**src/rtl/pipe_stage_reg_pkg.sv**
```systemverilog
// ---------------------------------------------------------------------------
// pipe_stage_reg_pkg
// Shared pipeline constants: default field widths, the control-word value a
// bubble presents downstream, a default-width entry struct and a helper that
// computes the flattened payload width from the field widths.
// ---------------------------------------------------------------------------
package pipe_stage_reg_pkg;

  localparam int PIPE_PC_W    = 16;
  localparam int PIPE_INSTR_W = 16;
  localparam int PIPE_CW_W    = 8;
  localparam int PIPE_DATA_W  = 16;
  localparam int PIPE_NOPD    = 3;
  localparam int PIPE_DEST_W  = 3;

  // Control word carried by an empty slot; all-zero means "do nothing".
  localparam logic [PIPE_CW_W-1:0] CW_NOP = '0;

  // One pipeline entry at the default widths.
  typedef struct packed {
    logic [PIPE_PC_W-1:0]             pc;
    logic [PIPE_INSTR_W-1:0]          instr;
    logic [PIPE_CW_W-1:0]             cw;
    logic [PIPE_NOPD*PIPE_DATA_W-1:0] opd;
    logic [PIPE_DEST_W-1:0]           dest;
    logic                             hist;
  } pipe_entry_t;

  // Total bits held per entry: pc, instr, cw, operands, dest, history bit.
  function automatic int payload_width(input int pc_w, input int instr_w,
                                       input int cw_w, input int data_w,
                                       input int nopd, input int dest_w);
    return pc_w + instr_w + cw_w + nopd * data_w + dest_w + 1;
  endfunction

endpackage

```
**src/rtl/pipe_stage_reg_if.sv**
```systemverilog
// ---------------------------------------------------------------------------
// pipe_stage_reg_if
// Valid/ready handshake plus pipeline payload for one side of a stage.
//   valid  : entry present            (master -> slave)
//   ready  : slave accepts this cycle (slave -> master)
//   pc, instr, cw, opd, dest, hist : payload (master -> slave)
// ---------------------------------------------------------------------------
interface pipe_stage_reg_if
  import pipe_stage_reg_pkg::*;
#(
  parameter int PC_W    = PIPE_PC_W,
  parameter int INSTR_W = PIPE_INSTR_W,
  parameter int CW_W    = PIPE_CW_W,
  parameter int DATA_W  = PIPE_DATA_W,
  parameter int NOPD    = PIPE_NOPD,
  parameter int DEST_W  = PIPE_DEST_W
);

  logic                     valid;
  logic                     ready;
  logic [PC_W-1:0]          pc;
  logic [INSTR_W-1:0]       instr;
  logic [CW_W-1:0]          cw;
  logic [NOPD*DATA_W-1:0]   opd;
  logic [DEST_W-1:0]        dest;
  logic                     hist;

  modport master (
    output valid, pc, instr, cw, opd, dest, hist,
    input  ready
  );

  modport slave (
    input  valid, pc, instr, cw, opd, dest, hist,
    output ready
  );

endinterface

```
**src/rtl/pipe_stage_reg_payload.sv**
```systemverilog
// ---------------------------------------------------------------------------
// pipe_payload_reg
// One flattened payload register with load enable.
//   clk   : rising-edge clock
//   clr_n : synchronous active-low clear, zeroes the stored payload
//   load  : capture d on this edge
//   d / q : payload in / stored payload out
// ---------------------------------------------------------------------------
module pipe_payload_reg #(
  parameter int W = 8
) (
  input  logic         clk,
  input  logic         clr_n,
  input  logic         load,
  input  logic [W-1:0] d,
  output logic [W-1:0] q
);

  logic [W-1:0] q_reg;

  always_ff @(posedge clk) begin
    if (!clr_n) begin
      q_reg <= '0;
    end else if (load) begin
      q_reg <= d;
    end
  end

  assign q = q_reg;

endmodule

```
**src/rtl/pipe_stage_reg.sv**
```systemverilog
// ---------------------------------------------------------------------------
// pipe_stage_reg
// Valid/ready pipeline stage register. With SKID=1 it holds up to two entries
// (main + skid) and in_ready is registered; with SKID=0 it holds one entry and
// in_ready is combinational from the downstream ready.
//   clk       : rising-edge clock
//   clr_n     : synchronous active-low reset (beats flush and transfers)
//   flush     : synchronous kill of every held entry and of any offered entry
//   in_bus    : upstream handshake + payload (slave side)
//   out_bus   : downstream handshake + payload (master side), driven from main
//   occupancy : number of held entries
// ---------------------------------------------------------------------------
module pipe_stage_reg
  import pipe_stage_reg_pkg::*;
#(
  parameter int PC_W    = PIPE_PC_W,
  parameter int INSTR_W = PIPE_INSTR_W,
  parameter int CW_W    = PIPE_CW_W,
  parameter int DATA_W  = PIPE_DATA_W,
  parameter int NOPD    = PIPE_NOPD,
  parameter int DEST_W  = PIPE_DEST_W,
  parameter int SKID    = 1
) (
  input  logic              clk,
  input  logic              clr_n,
  input  logic              flush,
  pipe_stage_reg_if.slave   in_bus,
  pipe_stage_reg_if.master  out_bus,
  output logic [1:0]        occupancy
);

  localparam int OPD_W = NOPD * DATA_W;
  localparam int PAY_W = payload_width(PC_W, INSTR_W, CW_W, DATA_W, NOPD, DEST_W);

  logic [PAY_W-1:0] in_payload;
  logic [PAY_W-1:0] main_d;
  logic [PAY_W-1:0] main_q;
  logic             main_load;
  logic             main_valid_reg;
  logic             in_ready;
  logic             accept;
  logic             issue;

  logic [PC_W-1:0]    main_pc;
  logic [INSTR_W-1:0] main_instr;
  logic [CW_W-1:0]    main_cw;
  logic [OPD_W-1:0]   main_opd;
  logic [DEST_W-1:0]  main_dest;
  logic               main_hist;

  assign in_payload = {in_bus.pc, in_bus.instr, in_bus.cw, in_bus.opd,
                       in_bus.dest, in_bus.hist};

  assign accept = in_bus.valid & in_ready;
  assign issue  = main_valid_reg & out_bus.ready;

  pipe_payload_reg #(.W(PAY_W)) u_main (
    .clk   (clk),
    .clr_n (clr_n),
    .load  (main_load),
    .d     (main_d),
    .q     (main_q)
  );

  generate
    if (SKID != 0) begin : g_skid
      logic             skid_valid_reg;
      logic             skid_valid_next;
      logic             main_valid_next;
      logic             skid_load;
      logic             main_from_skid;
      logic [PAY_W-1:0] skid_q;

      pipe_payload_reg #(.W(PAY_W)) u_skid (
        .clk   (clk),
        .clr_n (clr_n),
        .load  (skid_load),
        .d     (in_payload),
        .q     (skid_q)
      );

      // Main always holds the oldest entry; skid only fills when main is
      // busy and not draining. Flush suppresses every load so an entry
      // offered on the flush edge leaves no trace.
      always_comb begin
        main_valid_next = main_valid_reg;
        skid_valid_next = skid_valid_reg;
        main_load       = 1'b0;
        skid_load       = 1'b0;
        main_from_skid  = 1'b0;
        if (flush) begin
          main_valid_next = 1'b0;
          skid_valid_next = 1'b0;
        end else if (issue) begin
          if (skid_valid_reg) begin
            main_load       = 1'b1;
            main_from_skid  = 1'b1;
            main_valid_next = 1'b1;
            skid_load       = accept;
            skid_valid_next = accept;
          end else begin
            main_load       = accept;
            main_valid_next = accept;
          end
        end else if (main_valid_reg) begin
          if (accept) begin
            skid_load       = 1'b1;
            skid_valid_next = 1'b1;
          end
        end else if (accept) begin
          main_load       = 1'b1;
          main_valid_next = 1'b1;
        end
      end

      always_ff @(posedge clk) begin
        if (!clr_n) begin
          main_valid_reg <= 1'b0;
          skid_valid_reg <= 1'b0;
        end else begin
          main_valid_reg <= main_valid_next;
          skid_valid_reg <= skid_valid_next;
        end
      end

      // Straight from a flop: upstream never sees a combinational path.
      assign in_ready  = ~skid_valid_reg;
      assign main_d    = main_from_skid ? skid_q : in_payload;
      assign occupancy = {1'b0, main_valid_reg} + {1'b0, skid_valid_reg};
    end else begin : g_single
      assign in_ready  = ~main_valid_reg | out_bus.ready;
      assign main_load = accept & ~flush;
      assign main_d    = in_payload;
      assign occupancy = {1'b0, main_valid_reg};

      always_ff @(posedge clk) begin
        if (!clr_n) begin
          main_valid_reg <= 1'b0;
        end else if (flush) begin
          main_valid_reg <= 1'b0;
        end else if (accept) begin
          main_valid_reg <= 1'b1;
        end else if (issue) begin
          main_valid_reg <= 1'b0;
        end
      end
    end
  endgenerate

  assign {main_pc, main_instr, main_cw, main_opd, main_dest, main_hist} = main_q;

  assign in_bus.ready  = in_ready;
  assign out_bus.valid = main_valid_reg;
  assign out_bus.pc    = main_pc;
  assign out_bus.instr = main_instr;
  assign out_bus.dest  = main_dest;
  // An empty slot must look like a NOP downstream, whatever main still holds.
  assign out_bus.cw    = main_valid_reg ? main_cw : CW_W'(CW_NOP);
  assign out_bus.hist  = main_valid_reg & main_hist;

  for (genvar gi = 0; gi < NOPD; gi++) begin : g_opd_lane
    assign out_bus.opd[gi*DATA_W +: DATA_W] = main_opd[gi*DATA_W +: DATA_W];
  end

endmodule
```
**src/flat_wrapper.sv**
```systemverilog
// flat-port wrapper written by rule: the top's interface ports become plain ports
module pipe_stage_reg_flat import pipe_stage_reg_pkg::*;
#(
  parameter int PC_W    = PIPE_PC_W,
  parameter int INSTR_W = PIPE_INSTR_W,
  parameter int CW_W    = PIPE_CW_W,
  parameter int DATA_W  = PIPE_DATA_W,
  parameter int NOPD    = PIPE_NOPD,
  parameter int DEST_W  = PIPE_DEST_W,
  parameter int SKID    = 1
)
  (clk, clr_n, flush, occupancy, in_bus_valid, in_bus_pc, in_bus_instr, in_bus_cw, in_bus_opd, in_bus_dest, in_bus_hist, in_bus_ready, out_bus_valid, out_bus_pc, out_bus_instr, out_bus_cw, out_bus_opd, out_bus_dest, out_bus_hist, out_bus_ready);
  pipe_stage_reg_if #(.PC_W(PC_W), .INSTR_W(INSTR_W), .CW_W(CW_W), .DATA_W(DATA_W), .NOPD(NOPD), .DEST_W(DEST_W)) in_bus_i ();
  pipe_stage_reg_if #(.PC_W(PC_W), .INSTR_W(INSTR_W), .CW_W(CW_W), .DATA_W(DATA_W), .NOPD(NOPD), .DEST_W(DEST_W)) out_bus_i ();
  input  logic clk;
  input  logic clr_n;
  input  logic flush;
  output logic [1:0] occupancy;
  input wire logic [$bits(in_bus_i.valid)-1:0] in_bus_valid;
  input wire logic [$bits(in_bus_i.pc)-1:0] in_bus_pc;
  input wire logic [$bits(in_bus_i.instr)-1:0] in_bus_instr;
  input wire logic [$bits(in_bus_i.cw)-1:0] in_bus_cw;
  input wire logic [$bits(in_bus_i.opd)-1:0] in_bus_opd;
  input wire logic [$bits(in_bus_i.dest)-1:0] in_bus_dest;
  input wire logic [$bits(in_bus_i.hist)-1:0] in_bus_hist;
  output wire logic [$bits(in_bus_i.ready)-1:0] in_bus_ready;
  output wire logic [$bits(out_bus_i.valid)-1:0] out_bus_valid;
  output wire logic [$bits(out_bus_i.pc)-1:0] out_bus_pc;
  output wire logic [$bits(out_bus_i.instr)-1:0] out_bus_instr;
  output wire logic [$bits(out_bus_i.cw)-1:0] out_bus_cw;
  output wire logic [$bits(out_bus_i.opd)-1:0] out_bus_opd;
  output wire logic [$bits(out_bus_i.dest)-1:0] out_bus_dest;
  output wire logic [$bits(out_bus_i.hist)-1:0] out_bus_hist;
  input wire logic [$bits(out_bus_i.ready)-1:0] out_bus_ready;
  assign in_bus_i.valid = in_bus_valid;
  assign in_bus_i.pc = in_bus_pc;
  assign in_bus_i.instr = in_bus_instr;
  assign in_bus_i.cw = in_bus_cw;
  assign in_bus_i.opd = in_bus_opd;
  assign in_bus_i.dest = in_bus_dest;
  assign in_bus_i.hist = in_bus_hist;
  assign in_bus_ready = in_bus_i.ready;
  assign out_bus_valid = out_bus_i.valid;
  assign out_bus_pc = out_bus_i.pc;
  assign out_bus_instr = out_bus_i.instr;
  assign out_bus_cw = out_bus_i.cw;
  assign out_bus_opd = out_bus_i.opd;
  assign out_bus_dest = out_bus_i.dest;
  assign out_bus_hist = out_bus_i.hist;
  assign out_bus_i.ready = out_bus_ready;
  pipe_stage_reg #(.PC_W(PC_W), .INSTR_W(INSTR_W), .CW_W(CW_W), .DATA_W(DATA_W), .NOPD(NOPD), .DEST_W(DEST_W), .SKID(SKID)) u_core (.clk(clk), .clr_n(clr_n), .flush(flush), .in_bus(in_bus_i), .out_bus(out_bus_i), .occupancy(occupancy));
endmodule
```
**config.mk**
```make
export PLATFORM = sky130hd
export DESIGN_NAME = pipe_stage_reg_flat
export DESIGN_NICKNAME = d
export VERILOG_FILES = /design/src/rtl/pipe_stage_reg_pkg.sv /design/src/rtl/pipe_stage_reg_if.sv /design/src/rtl/pipe_stage_reg_payload.sv /design/src/rtl/pipe_stage_reg.sv /design/src/flat_wrapper.sv
export SDC_FILE = /design/constraint.sdc
export NUM_CORES = 1
export LEC_CHECK = 0
export ABC_AREA = 1
export CAP_MARGIN = 40
export CORE_MARGIN = 5
export CORE_UTILIZATION = 50
export DETAILED_ROUTE_END_ITERATION = 10
export PLACE_DENSITY = 0.87
export SLEW_MARGIN = 20
export SYNTH_ARGS = -nofsm -noshare
export SYNTH_HDL_FRONTEND = slang
export SYNTH_SLANG_ARGS = --single-unit
```
**constraint.sdc**
```tcl
create_clock -name clk -period 1.59 [get_ports clk]
set_input_delay 0.318 -clock clk [delete_from_list [all_inputs] [get_ports clk]]
set_output_delay 0.318 -clock clk [all_outputs]
set_load 0.01 [all_outputs]
```
Word-level counts from Yosys, hierarchy flattened

Index checks and enable logic that the tools add are counted.

$add $sub $neg: 1
Reduce and logical (&&, ||, !) cells: 4
Mux-type cells: 19
Bitwise logic cells: 5

Operators with widths:

| operator                               | count |
|---|---|
| 92-bit 2-to-1 mux                      | 1 |
| 1-bit 2-to-1 mux                       | 17 |
| 8-bit 2-to-1 mux                       | 1 |
| 2-bit nonzero test                     | 2 |
| 1-bit AND                              | 3 |
| 1-bit by 1-bit adder with 2-bit output | 1 |
| 1-bit NOT                              | 2 |
| 2-bit AND reduction                    | 1 |
| 2-bit OR reduction                     | 1 |

Bits in registers: 186

Depth between registers and ports, before layout

Gate-level depths: netlist of the first run.

Depth after elaboration: 6
Mapped depth: 9
Mapped depth without buffers: 7

Cells and area by module

Synthesis of the first run repeated with hierarchy kept, for this count alone.

Cell total of the unflattened synthesis: 1517
Area total of the unflattened synthesis: 9096.2 µm²

Modules (own cells, without submodules):

| module           | seq. area each (µm²) | instances | cells each | area each (µm²) |
|---|---|---|---|---|
| pipe_payload_reg | 1841.8               | 2         | 582        | 3734.8 |
| pipe_stage_reg   | 40.0                 | 1         | 353        | 1626.6 |

Worst setup path after synthesis of the first run

OpenSTA, ideal clock, no wires.

Kind: reg-to-reg
Start point: register u_core.main_valid_reg, in the netlist u_core.out_bus.valid
End point: register u_core.u_main.q_reg[11], in the netlist u_core.u_main.q[11]
Required time: 1.478 ns
Arrival: 1.184 ns
Cell stages (with the launch flop): 10
Path slack: 0.294 ns
Path buffers: 2
Cells stage by stage: dfxtp_1 nand2_1 inv_2 nand2_1 buf_2 buf_2 nand2_1 nand2_1 nor2_1 nor2_1

Longest elaborated chain between the ends: 4

Ends and longest elaborated chain:

| item                   | line                         | source |
|---|---|---|
| from (decl)            | pipe_stage_reg.sv:39         | `logic main_valid_reg;` |
| from (signal assigned) | pipe_stage_reg.sv:121        | `main_valid_reg <= main_valid_next;` |
| 1-bit AND              | pipe_stage_reg.sv:55         | `assign issue = main_valid_reg & out_bus.ready;` |
| 1-bit 2-to-1 mux       | pipe_stage_reg.sv:94         | `end else if (issue) begin` |
| 1-bit 2-to-1 mux       | pipe_stage_reg.sv:91         | `if (flush) begin` |
| 92-bit 2-to-1 mux      | pipe_stage_reg.sv:128        | `assign main_d = main_from_skid ? skid_q : in_payload;` |
| to (signal assigned)   | pipe_stage_reg_payload.sv:23 | `q_reg <= '0;` |
| to (signal assigned)   | pipe_stage_reg_payload.sv:25 | `q_reg <= d;` |
| to (decl)              | pipe_stage_reg_payload.sv:19 | `logic [W-1:0] q_reg;` |

Parallel ways exist; a longest one is shown, timed or not.
A chain may end at the register's enable or synchronous reset.

Worst setup path after layout of the first run

Start point: register u_core.main_valid_reg, in the netlist u_core.out_bus.valid
End point: register u_core.u_main.q_reg[50], in the netlist u_core.u_main.q[50]

Same word-level chain as after synthesis.

==> results of run 1 <==
cell families after synthesis:
logic type / Yosys count / share of synthesized area, %
AOI/OAI and AO/OA: 95 / 5.22
adders and majority gates: 1 / 0.137
buffers and inverters: 291 / 16.6
DFF: 186 / 40.6
and+or+nand+nor: 849 / 37.4
through the flow:
| stage | instance area (sq um) | hold WS (ns) |
|---|---|---|
| 2_1_floorplan | 9160 | 0.440 |
| 3_5_place_dp | 10800 | 0.451 |
| 5_1_grt | 11500 | 0.392 |
| 6_report | 11500 | 0.374 |
| 3_3_place_gp | 10800 | 0.446 |
| 4_1_cts | 11300 | 0.368 |
per-layer routing:
layer / part of all wire, % / vias to the layer above
li1: - / 4420
met1: 42 / 4072
met2: 49 / 407
met3: 7.6 / 48
met4: 2.1 / 0
met5: 0 / -
worst min-delay path: cells and delay by family:
kind	cells	cell delay, ns
buf+inv	2	0.38
compound gates	1	0.06
how the worst max path moves through the flow:
stage / startpoint / to
floorplan: u_core.out_bus.valid / u_core.u_main.q[11]
global placement: out_bus_ready / u_core.u_main.q[31]
detailed placement: out_bus_ready / u_core.u_main.q[1]
CTS: u_core.out_bus.valid / out_bus_cw[7]
global route: u_core.out_bus.valid / u_core.u_main.q[50]
finish: u_core.out_bus.valid / u_core.u_main.q[50]
power groups by stage:
stage          Clock, mW  Sequential [mW]  Combinational, mW
2_1_floorplan          0             5.02              0.956
4_1_cts             4.56             4.94               1.43
3_5_place_dp           0             5.05               1.53
3_3_place_gp           0             5.04               1.51
5_1_grt             4.76             4.95               1.66
6_report            4.52             4.93               1.50
cells in the mapped netlist:
cell type and instances:
inv_1 105, nand2_1 477, nor2_2 2, a21oi_1 94, nand3_1 185, buf_1 3
clkbuf_1 31, ha_1 1, o21a_1 1, buf_4 98, nor2_1 185, buf_2 52
dfxtp_1 186, inv_2 2
cell type report:
cell class              instances  area, sq um
flip-flops and latches        186         3730
diodes                          1         2.50
well taps                     229          287
clock buffers                  20          467
multi-input cells             945         3990
inverters                     107          407
repair buffers                230         2410
fillers                      1599         6570
clock inverters                12          161
repair_timing:
action | 4_1_cts | 5_1_grt
gates cloned | 0 | 5
gates resized for setup | 129 | 18
setup endpoints to repair | 97 | 60
endpoints found under the hold margin | 0 | 0
==> reports/qor.csv, run 1 <==
metric,value,unit
status,"complete, no violations",
antenna_found_initial,1,
cts_buffer_depth,2,
critPathLaunchType,flip-flop,
post-route-util,63.5,%
stdcell_count,1730,
fp.dieH,145,microns
cp.depth,9,
portBuffers,192,
route.detailed.wl_per_inst,14.6,microns
tightest_slew,0.436,ns
netlist_instances,1422,
syn-mean-instance-area,6.44,sq um
ant_nets,0,
cts_tree,done,
holdCritPathClass,input pin to flip-flop,
grtUsageMet3,4.73,%
netSwitchingPower,2.80,mW
synth_area,9160,sq um
layout_common_cells,"nand2_1, nand3_1, nor2_1",
drive_gt1_share,6.53,%
r2r-end,u_core.u_main.q[50],
cp_data_required_time,1.91,ns
holdPathEnd,u_core.g_skid.u_skid.q[4],
crit_buf_inv,3,
power.leakage,5.46,nW
dpl.hpwl,15.5,mm
worstSetupPathType,flip-flop to flip-flop,
dieArea,21100,sq um
wl,25.3,mm
fin_ws,0.0103,ns
cts_sinks,186,
seqPwrFrac,45.1,%
pwr-share-clk,41.3,%
path_common_cell,nand2_1,
fin_crit_sh,99.4,%
ir_drop,0.778,mV
cts_buffers,17,
clock-skew-final,0.0113,ns
rows,49,
hold_viol_final,0,
grt_pass1_wl,38.8,mm
crit_fanout,22,
place_ws,-0.334,ns
use_met1,28.6,%
use_met2,35.6,%
hold_buffers,0,
clk_pin_slew,0.07,ns
synth_cell_type_count,14,
path_cells,"buf_12, nand2_1, inv_4, nand2_8, clkbuf_16, nand2_1, nand2_1, nor2_1, nor2_1",
power.density,956,nW/um^2
grt_usage,21.7,%
endpoint_kind,flip-flop,
r2r_start,u_core.out_bus.valid,
grt-ovfl-total,0,
place_inst,1692,
grt-busiest-layer,met2,
die_w,145,microns
post_drt_via_cell_ratio,5.17,
final_nets,1585,
path_delay_family,simple AND/OR/NAND/NOR gates,
reg2reg_setup_slack,0.01,ns
root_buffer,clkbuf_16,
finalPower,11.0,mW
power_frac_comb,13.7,%
cts_setup_buffers,0,
tns,0,ns
yosysTopAreaCellShare,40.6,%
min-delay-start,clr_n,
grt_max_degree,93,
slew_headroom,70.9,%
critical_path_arrival,1.90,ns
start_util,50.8,%
drt_iter0_markers,835,
syn-num-nets,1520,
setup_viol,0,
r2r_cells,9,
synth.ff_latch_count,186,
drtPass1Iterations,6,
whs_path_depth,3,
slowest_delay,0.38,ns
p_int,8.15,mW
io_pins,193,
first_global_vias,7948,
worst_skew_pair.late_latency,0.43,ns
final_common_cell,nand2_1,
synth_area_leaders,"dfxtp_1, nand2_1, nand3_1",
fmax,0.633,GHz
max_cap_violations,0,
ys_seq_area_share,40.6,%
synth.largest_area_cell,dfxtp_1,
drv_slew,0,
yosysWarnings,0,
h-tree-depth,4,
switching_share,25.6,%
final.min_clock_period,1.58,ns
core-area,18000,sq um
synthToLayoutAreaGrowth,25.0,%
gp_congestion,0.824,
critPathSlowestCell,dfxtp_4,
drc,0,
dr_total_vias,8947,
Note: power is estimated with default switching activity, not from simulation.
==> inputs of run 2 (changes only) <==
- PLACE_DENSITY: 0.87 -> 0.79
- RECOVER_POWER: not set -> 50
==> reports/qor.csv, run 2 (synthesis results as in run 1) <==
metric,value,unit,change
cts_tree,done,,
final_common_cell,nand2_1,,
root_buffer,clkbuf_16,,
cts_sinks,186,,unchanged
portBuffers,192,,unchanged
r2r_cells,9,,unchanged
rsz0062_at_grt,yes,,
slowest_delay,0.65,ns,+0.27 ns
clk_pin_slew,0.07,ns,about the same
slew_headroom,68.7,%,-2.3 points
clock-skew-final,0.00696,ns,-0.00433 ns
final.min_clock_period,1.57,ns,-0.00928 ns
ir_drop,0.783,mV,+0.70%
worst_skew_pair.late_latency,0.42,ns,about the same
gp_congestion,0.788,,-4.3%
cts_buffers,17,,unchanged
hold_buffers,0,,unchanged
reg2reg_setup_slack,0.09,ns,+0.08 ns
antenna_found_initial,1,,unchanged
dr_total_vias,8456,,-5.5%
io_pins,193,,unchanged
wl,23.4,mm,-7.4%
grt-ovfl-total,0,,unchanged
path_delay_family,buffers and inverters,,
power.leakage,5.39,nW,-1.4%
worstSetupPathType,input pin to flip-flop,,
cp.depth,7,,-2
grt_usage,21.6,%,-0.062 points
use_met1,28.8,%,+0.24 points
final_nets,1578,,-0.44%
tightest_slew,0.470,ns,+0.0339 ns
path_cells,"dlygate4sd3_1, nor2_4, buf_12, nand3_1, nand2_1, nor2_1, nor2_1",,
drv_slew,0,,unchanged
post_drt_via_cell_ratio,4.90,,-5.2%
tns,0,ns,unchanged
min-delay-start,clr_n,,
max_cap_violations,0,,unchanged
drc,0,,unchanged
drive_gt1_share,5.69,%,-0.84 points
synthToLayoutAreaGrowth,22.3,%,
r2r-end,u_core.u_main.q[5],,
drt_iter0_markers,673,,-19%
die_w,145,microns,unchanged
use_met2,35.1,%,-0.55 points
layout_common_cells,"nand2_1, nand3_1, nor2_1",,
drtPass1Iterations,5,,-1
path_common_cell,nor2_1,,
grt_max_degree,93,,unchanged
h-tree-depth,4,,unchanged
power.density,960,nW/um^2,+0.41%
rows,49,,unchanged
cts_buffer_depth,2,,unchanged
status,"complete, no violations",,
first_global_vias,7742,,-2.6%
fp.dieH,145,microns,unchanged
dieArea,21100,sq um,unchanged
grtUsageMet3,4.73,%,unchanged
route.detailed.wl_per_inst,13.6,microns,-7.1%
start_util,50.8,%,unchanged
grt-busiest-layer,met2,,
core-area,18000,sq um,unchanged
holdCritPathClass,input pin to flip-flop,,
endpoint_kind,flip-flop,,
critical_path_arrival,1.92,ns,+0.02 ns
ant_nets,0,,unchanged
critPathLaunchType,input pin,,
crit_fanout,58,,+160%
fin_crit_sh,98.8,%,-0.58 points
finalPower,10.8,mW,-1.8%
r2r_start,u_core.out_bus.valid,,
fmax,0.637,GHz,+0.59%
critPathSlowestCell,dlygate4sd3_1,,
whs_path_depth,3,,unchanged
holdPathEnd,u_core.g_skid.u_skid.q[87],,
setup_viol,0,,unchanged
post-route-util,62.2,%,-1.4 points
cp_data_required_time,1.94,ns,+0.03 ns
grt_pass1_wl,38.8,mm,about the same
crit_buf_inv,2,,-1
dpl.hpwl,14.8,mm,-4.9%
hold_viol_final,0,,unchanged
startpoint,flush,,
run 2: cell count changes in the layout (fill, tap and decap cells not counted), sizes merged, moves of 2 or more:
cell / delta
buf: -3
clkinvlp: -2
clkbuf: -3
inv: -2
clkinv: +2
run 2: layout make-up:
cell class	instances	area [sq um]
clock inverter	10	139
multi-input combinational	945	3950
inverter	107	405
clock buffer	22	474
fill	1675	6820
tap	229	287
antenna	2	5.00
sequential	186	3730
timing repair buffer	223	2220
run 2: worst max path at each step:
stage,slack (ns),endpoint
global route,-0.01,u_core.u_main.q[78]
CTS,-0.02,out_bus_cw[6]
detailed placement,-0.29,u_core.g_skid.u_skid.q[4]
global placement,-0.26,u_core.g_skid.u_skid.q[17]
finish,0.02,u_core.u_main.q[60]
floorplan,0.29,u_core.u_main.q[11]
run 2: stage by stage:
stage / worst slack [ns] / hold WS, ns / std cells / instance area [sq um]
after floorplan: 0.294 / 0.440 / 1422 / 9160
after global placement: -0.260 / 0.448 / 1690 / 10700
after detailed placement: -0.291 / 0.452 / 1690 / 10700
after CTS: -0.0152 / 0.295 / 1722 / 11200
after global routing: -0.0128 / 0.302 / 1723 / 11200
final: 0.0196 / 0.320 / 1724 / 11200
run 2: layer usage:
layer / share of wire [%] / routed length, microns / up-vias
li1: - / - / 4415
met1: 45 / 10500 / 3766
met2: 48 / 11200 / 251
met3: 5.6 / 1320 / 24
met4: 1.8 / 413 / 0
met5: 0 / 0 / -
run 2: what timing repair did:
action                                  CTS  global route
endpoints found under the setup margin   96            22
buffers inserted                          0             0
pin swaps                                 0             1
resized for setup                       126             9
run 2: worst reg2reg max path: cells and delay by family, from the launching register on:
family | cells | cell delay, ns
buf+inv | 3 | 0.51
flops | 1 | 0.36
simple gates | 6 | 0.58
run 2: power by group:
group	internal [mW]	switching [mW]	leakage [nW]	total (mW)
clock network	2.61	1.79	0.301	4.40
registers	4.85	0.0916	1.52	4.94
logic	0.652	0.768	3.57	1.42
==> inputs of run 3 (changes only) <==
- HOLD_SLACK_MARGIN: not set -> 0.12
==> results of run 3 <==
Final layout, timing and power as in run 2 (identical DEF).
